==> src/rtl/sh7604_pwr_ctrl.sv <==
`timescale 1ns/1ps
`default_nettype none
// ============================================================================
//  Module      : sh7604_pwr_ctrl
//  Description : SH7604 power-down controller. Owns SBYCR/WKCR and sequences
//                RUN/SLEEP/STANDBY/SETTLE with stop, clock-gate and Hi-Z outputs.
//  Revision    : 1.0 - initial release
// ============================================================================
module sh7604_pwr_ctrl #(
    parameter int          NUM_MOD    = 5,
    parameter int          NUM_WAKE   = 4,
    parameter logic [31:0] SBYCR_ADDR = 32'hFFFFFE91,
    parameter logic [15:0] SETTLE_CYC = 16'd1024
) (
    input  logic                CLK,
    input  logic                RST,
    input  logic                CE_R,
    input  logic                CE_F,
    input  logic                EN,
    input  logic                RES_N,
    input  logic [31:0]         IBUS_A,
    input  logic [31:0]         IBUS_DI,
    output logic [31:0]         IBUS_DO,
    input  logic [3:0]          IBUS_BA,
    input  logic                IBUS_WE,
    input  logic                IBUS_REQ,
    output logic                IBUS_BUSY,
    output logic                IBUS_ACT,
    input  logic                SLEEP,
    input  logic                IRQ,
    input  logic                NMI,
    input  logic [NUM_WAKE-1:0] WAKE,
    input  logic                WDT_OVF,
    output logic                SLP,
    output logic                SBY,
    output logic                CLK_STOP,
    output logic                HIZ,
    output logic [NUM_MOD-1:0]  MSTP,
    output logic                WAKEUP
);

    typedef enum logic [1:0] {
        ST_RUN    = 2'd0,
        ST_SLEEP  = 2'd1,
        ST_STBY   = 2'd2,
        ST_SETTLE = 2'd3
    } state_t;

    localparam logic [7:0]  c_sbycr_mask  = 8'hC0 | 8'((1 << NUM_MOD) - 1);
    localparam logic [7:0]  c_wkcr_mask   = 8'((1 << NUM_WAKE) - 1);
    localparam logic [15:0] c_settle_load = (SETTLE_CYC == 16'd0) ? 16'd0 : SETTLE_CYC - 16'd1;

    state_t              r_state;
    logic [7:0]          r_sbycr;
    logic [7:0]          r_wkcr;
    logic [15:0]         r_cnt;
    logic                r_sleep_old;
    logic [31:0]         r_reg_do;
    logic                r_slp;
    logic                r_sby;
    logic                r_clk_stop;
    logic                r_hiz;
    logic [NUM_MOD-1:0]  r_mstp;
    logic                r_wakeup;

    logic                w_hit_sby;
    logic                w_hit_wk;
    logic                w_hit;
    logic                w_tick;
    logic                w_wr;
    logic                w_be;
    logic [7:0]          w_wr_byte;
    logic [7:0]          w_rd_byte;
    logic                w_rise;
    logic                w_wake_hit;
    logic                w_sby_nxt;
    state_t              w_state_nxt;
    logic [7:0]          w_sbycr_nxt;
    logic [7:0]          w_wkcr_nxt;
    logic [15:0]         w_cnt_nxt;

    assign w_hit_sby  = (IBUS_A == SBYCR_ADDR);
    assign w_hit_wk   = (IBUS_A == SBYCR_ADDR + 32'd1);
    assign w_hit      = w_hit_sby | w_hit_wk;
    assign w_tick     = EN & CE_R;
    assign w_wr       = w_tick & IBUS_REQ & IBUS_WE & w_be;
    assign w_rd_byte  = w_hit_sby ? r_sbycr : r_wkcr;
    assign w_rise     = SLEEP & ~r_sleep_old;
    assign w_wake_hit = |(WAKE & r_wkcr[NUM_WAKE-1:0]);
    assign w_sby_nxt  = (w_state_nxt == ST_STBY) || (w_state_nxt == ST_SETTLE);

    // Big-endian lanes: address offset 0 is the most significant byte.
    always_comb begin
        w_wr_byte = IBUS_DI[31:24];
        w_be      = IBUS_BA[3];
        case (IBUS_A[1:0])
            2'd0: begin w_wr_byte = IBUS_DI[31:24]; w_be = IBUS_BA[3]; end
            2'd1: begin w_wr_byte = IBUS_DI[23:16]; w_be = IBUS_BA[2]; end
            2'd2: begin w_wr_byte = IBUS_DI[15:8];  w_be = IBUS_BA[1]; end
            default: begin w_wr_byte = IBUS_DI[7:0]; w_be = IBUS_BA[0]; end
        endcase
    end

    always_comb begin
        w_state_nxt = r_state;
        w_sbycr_nxt = r_sbycr;
        w_wkcr_nxt  = r_wkcr;
        w_cnt_nxt   = r_cnt;
        if (w_wr && w_hit_sby)
            w_sbycr_nxt = w_wr_byte & c_sbycr_mask;
        if (w_wr && w_hit_wk)
            w_wkcr_nxt = w_wr_byte & c_wkcr_mask;
        case (r_state)
            ST_RUN: begin
                if (w_rise)
                    w_state_nxt = r_sbycr[7] ? ST_STBY : ST_SLEEP;
            end
            ST_SLEEP: begin
                if (IRQ || NMI || w_wake_hit || WDT_OVF)
                    w_state_nxt = ST_RUN;
            end
            ST_STBY: begin
                if (NMI || w_wake_hit) begin
                    w_state_nxt = ST_SETTLE;
                    w_cnt_nxt   = c_settle_load;
                end
            end
            default: begin
                if (r_cnt == 16'd0 || WDT_OVF) begin
                    w_state_nxt    = ST_RUN;
                    w_cnt_nxt      = 16'd0;
                    w_sbycr_nxt[7] = 1'b0;
                end else begin
                    w_cnt_nxt = r_cnt - 16'd1;
                end
            end
        endcase
    end

    always_ff @(posedge CLK) begin
        if (RST) begin
            r_state     <= ST_RUN;
            r_sbycr     <= 8'h00;
            r_wkcr      <= 8'h00;
            r_cnt       <= 16'd0;
            r_sleep_old <= 1'b0;
            r_reg_do    <= 32'd0;
            r_slp       <= 1'b0;
            r_sby       <= 1'b0;
            r_clk_stop  <= 1'b0;
            r_hiz       <= 1'b0;
            r_mstp      <= '0;
            r_wakeup    <= 1'b0;
        end else begin
            if (EN && CE_F && IBUS_REQ && !IBUS_WE && w_hit)
                r_reg_do <= {4{w_rd_byte}};
            if (w_tick) begin
                // The CPU reset pin re-initialises everything except the read latch.
                if (!RES_N) begin
                    r_state     <= ST_RUN;
                    r_sbycr     <= 8'h00;
                    r_wkcr      <= 8'h00;
                    r_cnt       <= 16'd0;
                    r_sleep_old <= 1'b0;
                    r_slp       <= 1'b0;
                    r_sby       <= 1'b0;
                    r_clk_stop  <= 1'b0;
                    r_hiz       <= 1'b0;
                    r_mstp      <= '0;
                    r_wakeup    <= 1'b0;
                end else begin
                    r_state     <= w_state_nxt;
                    r_sbycr     <= w_sbycr_nxt;
                    r_wkcr      <= w_wkcr_nxt;
                    r_cnt       <= w_cnt_nxt;
                    r_sleep_old <= SLEEP;
                    r_slp       <= (w_state_nxt == ST_SLEEP);
                    r_sby       <= w_sby_nxt;
                    r_clk_stop  <= (w_state_nxt != ST_RUN);
                    r_hiz       <= (w_state_nxt == ST_STBY) && w_sbycr_nxt[6];
                    r_mstp      <= w_sby_nxt ? '1 : w_sbycr_nxt[NUM_MOD-1:0];
                    r_wakeup    <= (w_state_nxt == ST_RUN) &&
                                   (r_state == ST_SLEEP || r_state == ST_SETTLE);
                end
            end
        end
    end

    assign IBUS_DO   = w_hit ? r_reg_do : 32'd0;
    assign IBUS_BUSY = 1'b0;
    assign IBUS_ACT  = w_hit;
    assign SLP       = r_slp;
    assign SBY       = r_sby;
    assign CLK_STOP  = r_clk_stop;
    assign HIZ       = r_hiz;
    assign MSTP      = r_mstp;
    assign WAKEUP    = r_wakeup;

endmodule
`default_nettype wire

==> config.mk <==
export PLATFORM = sky130hd
export DESIGN_NAME = sh7604_pwr_ctrl
export DESIGN_NICKNAME = d
export VERILOG_FILES = /design/src/rtl/sh7604_pwr_ctrl.sv
export SDC_FILE = /design/constraint.sdc
export NUM_CORES = 1
export LEC_CHECK = 0
export ABC_CLOCK_PERIOD_IN_PS = 8250
export BUFFER_PORTS_ARGS = -buffer_cell sky130_fd_sc_hd__buf_2
export CAP_MARGIN = 20
export CORE_MARGIN = 4
export CORE_UTILIZATION = 52
export DETAILED_ROUTE_END_ITERATION = 8
export GPL_ROUTABILITY_DRIVEN = 0
export PLACE_DENSITY = 0.86
export RECOVER_POWER = 50
export SLEW_MARGIN = 5
export SYNTH_ARGS = -nofsm -noshare
export SYNTH_HDL_FRONTEND = slang
export SYNTH_SLANG_ARGS = --single-unit
==> constraint.sdc <==
create_clock -name CLK -period 8.25 [get_ports CLK]
set_clock_uncertainty 0.15 [all_clocks]
set_input_delay 1.65 -clock CLK [delete_from_list [all_inputs] [get_ports CLK]]
set_output_delay 1.65 -clock CLK [all_outputs]
set_load 0.05 [all_outputs]
==> impl_metrics.toml, run 1 <==
[outcome]
status = "completed"

[cts]
post_cts_resized = 0
cts_buffers = 5
clock_latency_ps = 310
cts_tree = "yes"
cts_htree_levels = 2
cts.reportedPaths.clkPinSlew_ps = 100
cts-root-buf = "clkbuf_8"
cts_buffer_depth = 2
clock_sink_count = 48
cts_hold_buf = 0
cts_setup_buffers = 0

[global_route]
grt_pass1_wl_um = 13500
grt_usage = 0.226
grt_pass1_vias = 2962
grt-ovfl-total = 0
grt_antenna_before_repair = 0
grt_max_degree = 41

[timing]
setup_ws_ps = 2420
rsz0062_at_grt = "false"
setup_viol = 0
fin_crit_ps = 5830
fmax_mhz = 171
fin_setup_tns_ps = 0
hold_viol_final = 0
min_period_over_period = 0.707
drv_slew = 0
worstMarginPinSlew_ps = 1230
slew_headroom = 0.174

[job]
drv_cap = 0

[layout]
fillers = 466
stdcell_area_um2 = 3580
fin_nets = 527
multi_input_area_um2 = 1770
area_delta_synth_final_pct = 15.8
diodes = 0
final_cells = 514
regArea_um2 = 961
drive_gt1_frac = 0.324

[logic_synthesis]
yosysSeqAreaShare = 0.311
synth_area_leader_cell = "dfxtp_1"
synth_area_um2 = 3090
synth.area.top_cells = "dfxtp_1 (31%), buf_4 (6.3%), mux4_2 (5.1%)"
postSynthCellCount = 360
yosys_warnings = 0
syn_nets = 446
synth_flop_cell = "dfxtp_1"
synth_edf_count = 0
ys_seq_elements = 48
synthArstFlopShare = 0
syn_avg_cell_area_um2 = 8.58
yosysUniqueCellTypes = 63
synth_top_area_frac = 0.311

[worst_setup_path]
path_delay_family = "simple AND/OR/NAND/NOR gates"
r2r_setup_slack_ps = 5460
worstSetupPathType = "in -> out"
crit_path_end = "IBUS_DO[23]"
crit_buf_inv = 2
end_kind = "output port"
slowest_delay_ps = 590
cp_num_cells = 7
cp_cell_sequence = "buf_2 > or4b_1 > or4_1 > or2_0 > nor2_1 > and2_1 > buf_2"
reg2reg_from = "r_cnt[0]"
crit_slowest_cell = "or4_1"
cpMostUsedCell = "buf_2"
crit_start = "IBUS_A[2]"
ff2ff_path_depth = 7
crit_arrival_ps = 4030
crit_fanout = 9
reg2reg_to = "MSTP[1]"
crit_required_ps = 6450
critPathLaunchType = "input pin"

[detailed_routing]
drt-total-wl_um = 8370
route.vias.total = 3110
drc = 0
antenna_left = 0
drt_first_pass_iters = 5
viasPerCell = 6.05
drt_iter0_drc = 275
avgRoutedWirePerCell_um = 16.3

[floorplan]
die-area_um2 = 7240
start_util = 0.548
row_count = 27
ioPinCount = 128
die_w_um = 85.1
core_area_um2 = 5640
dieHeight_um = 85.1

[place]
pre_cts_ws_ps = 2270
dp.cells = 505
postPlaceCellArea_um2 = 3510
io_buffers = 122
post-dp-hpwl_um = 6430

[power]
max-vdd-ir-drop_v = 0.0000699
power.density_nw_per_um2 = 140
leakagePower_nw = 1.44

[min_path]
holdCritStartpoint = "r_reg_do[23]"
hold_class = "reg -> reg"
[power breakdown]
part           internal, mW  switching, mW
sequential            0.234        0.00268
combinational        0.0388         0.0495
clock                0.0913         0.0840
[logic make-up (layout without fill, tap and decap cells)]
family / Yosys count / after routing / synth area share
buffers and inverters: 58 / 140 / 0.106
multiplexers: 18 / 18 / 0.0879
AND/OR/NAND/NOR: 147 / 147 / 0.275
AO/OA/AOI/OAI: 77 / 77 / 0.185
other: 1 / 1 / 0.00121
XOR/XNOR: 9 / 9 / 0.0255
flip-flops: 48 / 48 / 0.311
adder cells (fa/ha/maj): 2 / 2 / 0.00810
[cells in the mapped netlist (5+ instances only)]
library cell,number
a21oi_1,17
nor3_1,11
inv_1,7
a31oi_1,8
nand3_1,12
nand2_1,29
clkbuf_1,20
mux4_2,7
o32ai_1,8
buf_4,26
o21ai_0,14
or4_1,6
dfxtp_1,48
nand2b_1,5
nand4_1,10
and2_1,9
nor2_1,25
mux2i_1,8
xor2_1,7
nor4_1,8
[registers in the layout, summed over array words and instances (netlist names)]
register     count
r_cnt           16
r_reg_do         8
r_sbycr          7
MSTP             5
r_wkcr           4
r_state          2
CLK_STOP         1
HIZ              1
SBY              1
SLP              1
WAKEUP           1
r_sleep_old      1
[worst min-delay path, cell delays in order, from the launching register on]
cell,delay (ps)
dfxtp_1,320
nand2b_1,60
a21oi_1,50
[area by class of cell]
class / instances / share of cell area
clock buffer: 5 / 0.0192
inverter: 7 / 0.00734
sequential: 48 / 0.268
timing repair buffer: 125 / 0.172
clock inverter: 3 / 0.0133
tap: 72 / 0.0252
multi-input combinational: 254 / 0.495
[layout by cell type (no fill, tap or decap), types with 10 or more instances in the layout]
cell,synthesis,layout
dfxtp_1,48,48
nand2_1,29,29
nor2_1,25,25
a21oi_1,17,17
nor3_1,11,12
buf_2,3,110
clkbuf_1,20,13
nand4_1,10,10
o21ai_0,14,14
nand3_1,12,12
[per-stage QoR]
step	utilization	total power, mW	hold WS, ps
final	0.635	0.501	318
after global routing	0.635	0.520	337
after CTS	0.642	0.502	317
after detailed placement	0.621	0.330	303
after global placement	0.621	0.327	294
after floorplan	-	0.297	291
[how the worst min path moves through the flow]
stage,to,cells after the start
5_1_grt,r_reg_do[23],2
3_3_place_gp,SBY,2
6_report,r_reg_do[23],2
2_1_floorplan,r_reg_do[23],2
3_5_place_dp,SBY,2
4_1_cts,SBY,2
[layer usage]
metal	track usage	part of all wire	vias to the layer above	wire length (µm)
met5	0	0	-	0
met4	0.0892	0.024	0	200
met3	0.0447	0.099	21	830
met2	0.382	0.47	170	3940
met1	0.281	0.41	1429	3390
li1	-	-	1490	-
Power figures use the tool's default switching activity.
==> run 2, diff against run 1 <==
Settings changed: ABC_CLOCK_PERIOD_IN_PS 8250 to 6100, CORE_UTILIZATION 52 to 49, PLACE_DENSITY 0.86 to 0.81.
Clock period 8.25 ns to 6.1 ns, I/O delays scaled along.
==> run 2 against run 1 <==
Register-to-register slack worse by 2400 ps. Core utilization shrank 4.6 points. Total power up 28%. Combinational power increased by 34%. Critical path depth stayed put. Count of clock-buffer cells in the layout increased by 1.
==> impl_metrics.toml, run 2 (synthesis results as in run 1) <==
[outcome]
status = "completed"

[floorplan]
die_w_um = 87.4
core_area_um2 = 6030
start_util = 0.513
dieHeight_um = 87.4
ioPinCount = 128
die-area_um2 = 7640
row_count = 28

[layout]
final_cells = 517
area_delta_synth_final_pct = 14.7
mostFrequentLayoutCells = "buf_2 (111), dfxtp_1 (48), nand2_1 (29), nor2_1 (25), a21oi_1 (17)"
fin_nets = 527
largest_registers = "r_cnt x16, r_reg_do x8, r_sbycr x7"
largest_reg_flops = 16
largest_register = "r_cnt"
diodes = 0
regArea_um2 = 961
multi_input_area_um2 = 1750
drive_gt1_frac = 0.319
final_common_cell = "buf_2"
fillers = 556

[detailed_routing]
avgRoutedWirePerCell_um = 15.9
drc = 0
wl_met3_um = 754
route.vias.total = 3074
met1Wirelength_um = 3460
drt-total-wl_um = 8240
drt_first_pass_iters = 5
antenna_left = 0
drt_iter0_drc = 256
dr.max_layer_used = "met4"
wl_met2_um = 3920
viasPerCell = 5.95

[global_route]
grt_pass1_wl_um = 13300
grt_antenna_before_repair = 0
grt-ovfl-total = 0
grt_pass1_vias = 2833
grt_max_degree = 41
grt_usage = 0.213

[cts]
post_cts_resized = 0
clock_latency_ps = 300
cts_tree = "yes"
cts_buffers = 5
cts_buffer_depth = 2
cts_setup_buffers = 0
cts-root-buf = "clkbuf_8"
clock_sink_count = 48
cts_hold_buf = 0
cts_htree_levels = 2
cts.reportedPaths.clkPinSlew_ps = 90

[power]
leakagePower_nw = 1.42
swShare = 0.280
p_switching_uw = 180
max-vdd-ir-drop_v = 0.000108
pwr-share-comb = 0.184
power.density_nw_per_um2 = 181
clockPowerShare = 0.316
p_int_uw = 461
p_total_uw = 640
power_frac_seq = 0.501

[timing]
slew_headroom = 0.217
fmax_mhz = 200
fin_setup_tns_ps = 0
drv_slew = 0
min_period_over_period = 0.821
fin_crit_ps = 5010
setup_viol = 0
worstMarginPinSlew_ps = 1170
rsz0062_at_grt = "false"
hold_viol_final = 0

[worst_setup_path]
crit_arrival_ps = 3640
critPathLaunchType = "input pin"
crit_required_ps = 4730
crit_fanout = 9
worstSetupPathType = "in -> out"
end_kind = "output port"

[job]
drv_cap = 0

[place]
io_buffers = 122
post-dp-hpwl_um = 6370
dp.cells = 508

[min_path]
hold_class = "reg -> reg"
[run 2: changes by cell type in the layout (fill, tap and decap cells not counted)]
cell and change:
buf_2 +1, bufinv_16 -1, clkbuf_1 -1, clkbuf_8 +1
clkinv_4 -2, clkinvlp_4 +2, nor4b_1 +1, nor4b_2 -1
o22ai_1 +1, o22ai_2 -1, o41ai_1 +1, o41ai_2 -1
[run 2: path summary, 6_finish.rpt]
check                                  start           end  slack [ps]  cells after the start
worst max-delay path               IBUS_A[2]   IBUS_DO[28]        1090                      7
worst min-delay path            r_reg_do[29]  r_reg_do[29]         320                      1
worst max register to register      r_cnt[0]       MSTP[0]        3050                      7
worst min register to register  r_reg_do[29]  r_reg_do[29]         320                      1
[run 2: final cells by class]
class	count	area share
multi-input cells	254	0.494
flip-flops and latches	48	0.271
repair buffers	125	0.174
well taps	75	0.0265
clock buffers	6	0.0233
inverters	7	0.00741
clock inverters	2	0.00423
[run 2: power by group through the flow]
stage	Sequential, mW	Combinational, mW	Clock [mW]
2_1_floorplan	0.328	0.0737	0
3_3_place_gp	0.328	0.115	0
3_5_place_dp	0.328	0.118	0
4_1_cts	0.321	0.118	0.204
5_1_grt	0.321	0.129	0.215
6_report	0.321	0.118	0.202
[run 2: metal layers]
layer / vias up / global-route usage
met2: 168 / 0.362
li1: 1491 / -
met5: - / 0
met3: 11 / 0.0397
met4: 0 / 0.0488
met1: 1404 / 0.280
[run 2: stage by stage]
| stage | utilization | area [µm²] | setup slack, ps | hold slack, ps |
|---|---|---|---|---|
| 2_1_floorplan | - | 3090 | 448 | 291 |
| 3_3_place_gp | 0.582 | 3510 | 1060 | 293 |
| 3_5_place_dp | 0.582 | 3510 | 975 | 303 |
| 4_1_cts | 0.599 | 3610 | 975 | 318 |
| 5_1_grt | 0.588 | 3550 | 920 | 336 |
| 6_report | 0.588 | 3550 | 1090 | 322 |
[run 2: critical path, cell delays in order]
cell and delay (ps):
buf_2 100, or4b_1 490, or4_1 580, or2_0 250, nor2_1 440, and2_1 250, buf_2 290
==> run 3, diff against run 2 <==
Settings changed: ABC_AREA from default to 1, ABC_CLOCK_PERIOD_IN_PS 6100 to 4900.
Clock period 6.1 ns to 4.9 ns, I/O delays scaled along.
==> run 3 against run 2 <==
Hold slack worse by 10 ps. Final area up 4.3%. Count of clock-buffer cells in the layout is the same. Wire length fell by 2.1%. First-iteration DRC count decreased by 48%. Synthesized cell count rose by 43%. Sequential power rose by 25%. Die area increased by 2.6%. Core utilization shrank 0.28 points. Final cell count grew 33%. Critical path depth rose by 3.
==> impl_metrics.toml, run 3 <==
[worst_setup_path]
slowest_delay_ps = 410
crit_fanout = 8
crit_slowest_cell = "nor2_1"
crit_arrival_ps = 2710
ff2ff_path_depth = 11
end_kind = "output port"
crit_required_ps = 3770
critPathLaunchType = "input pin"
cp_cell_sequence = "clkbuf_1 > nand2_1 > nor2_1 > nand2_1 > nor2_1 > nand3_1 > nand2_1 > inv_1 > nor2_1 > buf_2"
worstSetupPathType = "in -> out"

[cts]
clock_latency_ps = 300
cts_buffers = 5
cts_setup_buffers = 0
cts-root-buf = "clkbuf_8"
cts_htree_levels = 2
post_cts_resized = 0
cts.reportedPaths.clkPinSlew_ps = 80
cts_tree = "yes"
cts_hold_buf = 0
clock_sink_count = 48
cts_buffer_depth = 2

[detailed_routing]
drt_first_pass_iters = 4
antenna_left = 0
wl_met2_um = 3990
drc = 0
met1Wirelength_um = 3450
dr.max_layer_used = "met4"
wl_met3_um = 486
viasPerCell = 4.97
drt-total-wl_um = 8060
avgRoutedWirePerCell_um = 11.7
route.vias.total = 3416
drt_iter0_drc = 132

[logic_synthesis]
postSynthCellCount = 516
synth_area_leader_cell = "dfxtp_1"
synth_edf_count = 0
syn_nets = 602
synthArstFlopShare = 0
yosysUniqueCellTypes = 36
ys_seq_elements = 48
synthMostInstantiatedCell = "nand2_1"
yosysSeqAreaShare = 0.302
synth.area.top_cells = "dfxtp_1 (30%), nand2_1 (18%), nor2_1 (7.4%)"
synthTopCellsByCount = "nand2_1 (151), nor2_1 (63), inv_1 (57)"
yosys_warnings = 0
synth_top_area_frac = 0.302
synth_area_um2 = 3180
synth_flop_cell = "dfxtp_1"
syn_avg_cell_area_um2 = 6.16

[layout]
area_delta_synth_final_pct = 16.3
mostFrequentLayoutCells = "nand2_1 (153), buf_2 (109), nor2_1 (64), inv_1 (58), dfxtp_1 (48)"
stdcell_area_um2 = 3700
final_common_cell = "nand2_1"
largest_registers = "r_cnt x16, r_reg_do x8, r_sbycr x7"
largest_register = "r_cnt"
drive_gt1_frac = 0.221
diodes = 0
largest_reg_flops = 16
fin_nets = 696

[timing]
hold_viol_final = 0
slew_headroom = 0.537
fin_setup_tns_ps = 0
worstMarginPinSlew_ps = 693
setup_ws_ps = 1060
fin_crit_ps = 3840
setup_viol = 0
rsz0062_at_grt = "false"
fmax_mhz = 260
min_period_over_period = 0.784
drv_slew = 0

[global_route]
grt_antenna_before_repair = 0
grt_pass1_wl_um = 13300
grt_max_degree = 33
grt-ovfl-total = 0
grt_usage = 0.210
grt_pass1_vias = 3123

[place]
pre_cts_ws_ps = 1230
postPlaceCellArea_um2 = 3650
io_buffers = 121
post-dp-hpwl_um = 6590

[job]
drv_cap = 0

[floorplan]
start_util = 0.503
die_w_um = 88.5
core_area_um2 = 6310
dieHeight_um = 88.5
ioPinCount = 128
row_count = 29
die-area_um2 = 7840

[power]
power.density_nw_per_um2 = 209
leakagePower_nw = 1.80
max-vdd-ir-drop_v = 0.000130

[min_path]
hold_class = "reg -> reg"
min_path_cells = 2

[outcome]
status = "completed"
[run 3: cells by family after synthesis]
| group | synth area share |
|---|---|
| simple gates | 0.387 |
| buf+inv | 0.146 |
| compound gates | 0.137 |
| flops | 0.302 |
| xor+xnor | 0.0193 |
| fa+ha+maj | 0.00787 |
| other cells | 0.00118 |
[run 3: final timing paths]
kind / from / end / slack [ps]
hold / removal: r_reg_do[27] / r_reg_do[27] / 310
hold reg to reg: r_reg_do[27] / r_reg_do[27] / 310
setup / recovery: IBUS_A[16] / IBUS_DO[12] / 1060
setup reg to reg: r_wkcr[3] / r_cnt[13] / 2910
[run 3: area by class of cell]
class	count	area (µm²)
clock buffers	6	72.6
clock inverters	1	5.00
fillers	652	2620
inverters	61	229
multi-input cells	372	1740
flip-flops and latches	48	961
well taps	77	96.3
repair buffers	122	594
[run 3: power by group]
group / leakage [nW] / total (mW) / switching, mW / internal, mW
clock network: 0.0410 / 0.220 / 0.123 / 0.0972
logic: 1.37 / 0.151 / 0.0909 / 0.0605
registers: 0.388 / 0.402 / 0.00612 / 0.396
total: 1.80 / 0.773 / 0.220 / 0.554
[run 3: critical path, delay by kind of cell]
kind          cells  cell delay (ps)
buf+inv           3              550
simple gates      7             1190
[run 3: routing by layer]
layer / up-vias / global-route usage
li1: 1792 / -
met1: 1517 / 0.257
met2: 93 / 0.377
met3: 14 / 0.0354
met4: 0 / 0.0604
met5: - / 0
[run 3: stage by stage]
stage	total power [mW]	std cells	hold WS [ps]	util
floorplan	0.510	516	269	-
global placement	0.559	680	284	0.579
detailed placement	0.563	680	302	0.579
CTS	0.778	687	315	0.591
global route	0.818	687	324	0.586
finish	0.773	687	312	0.586
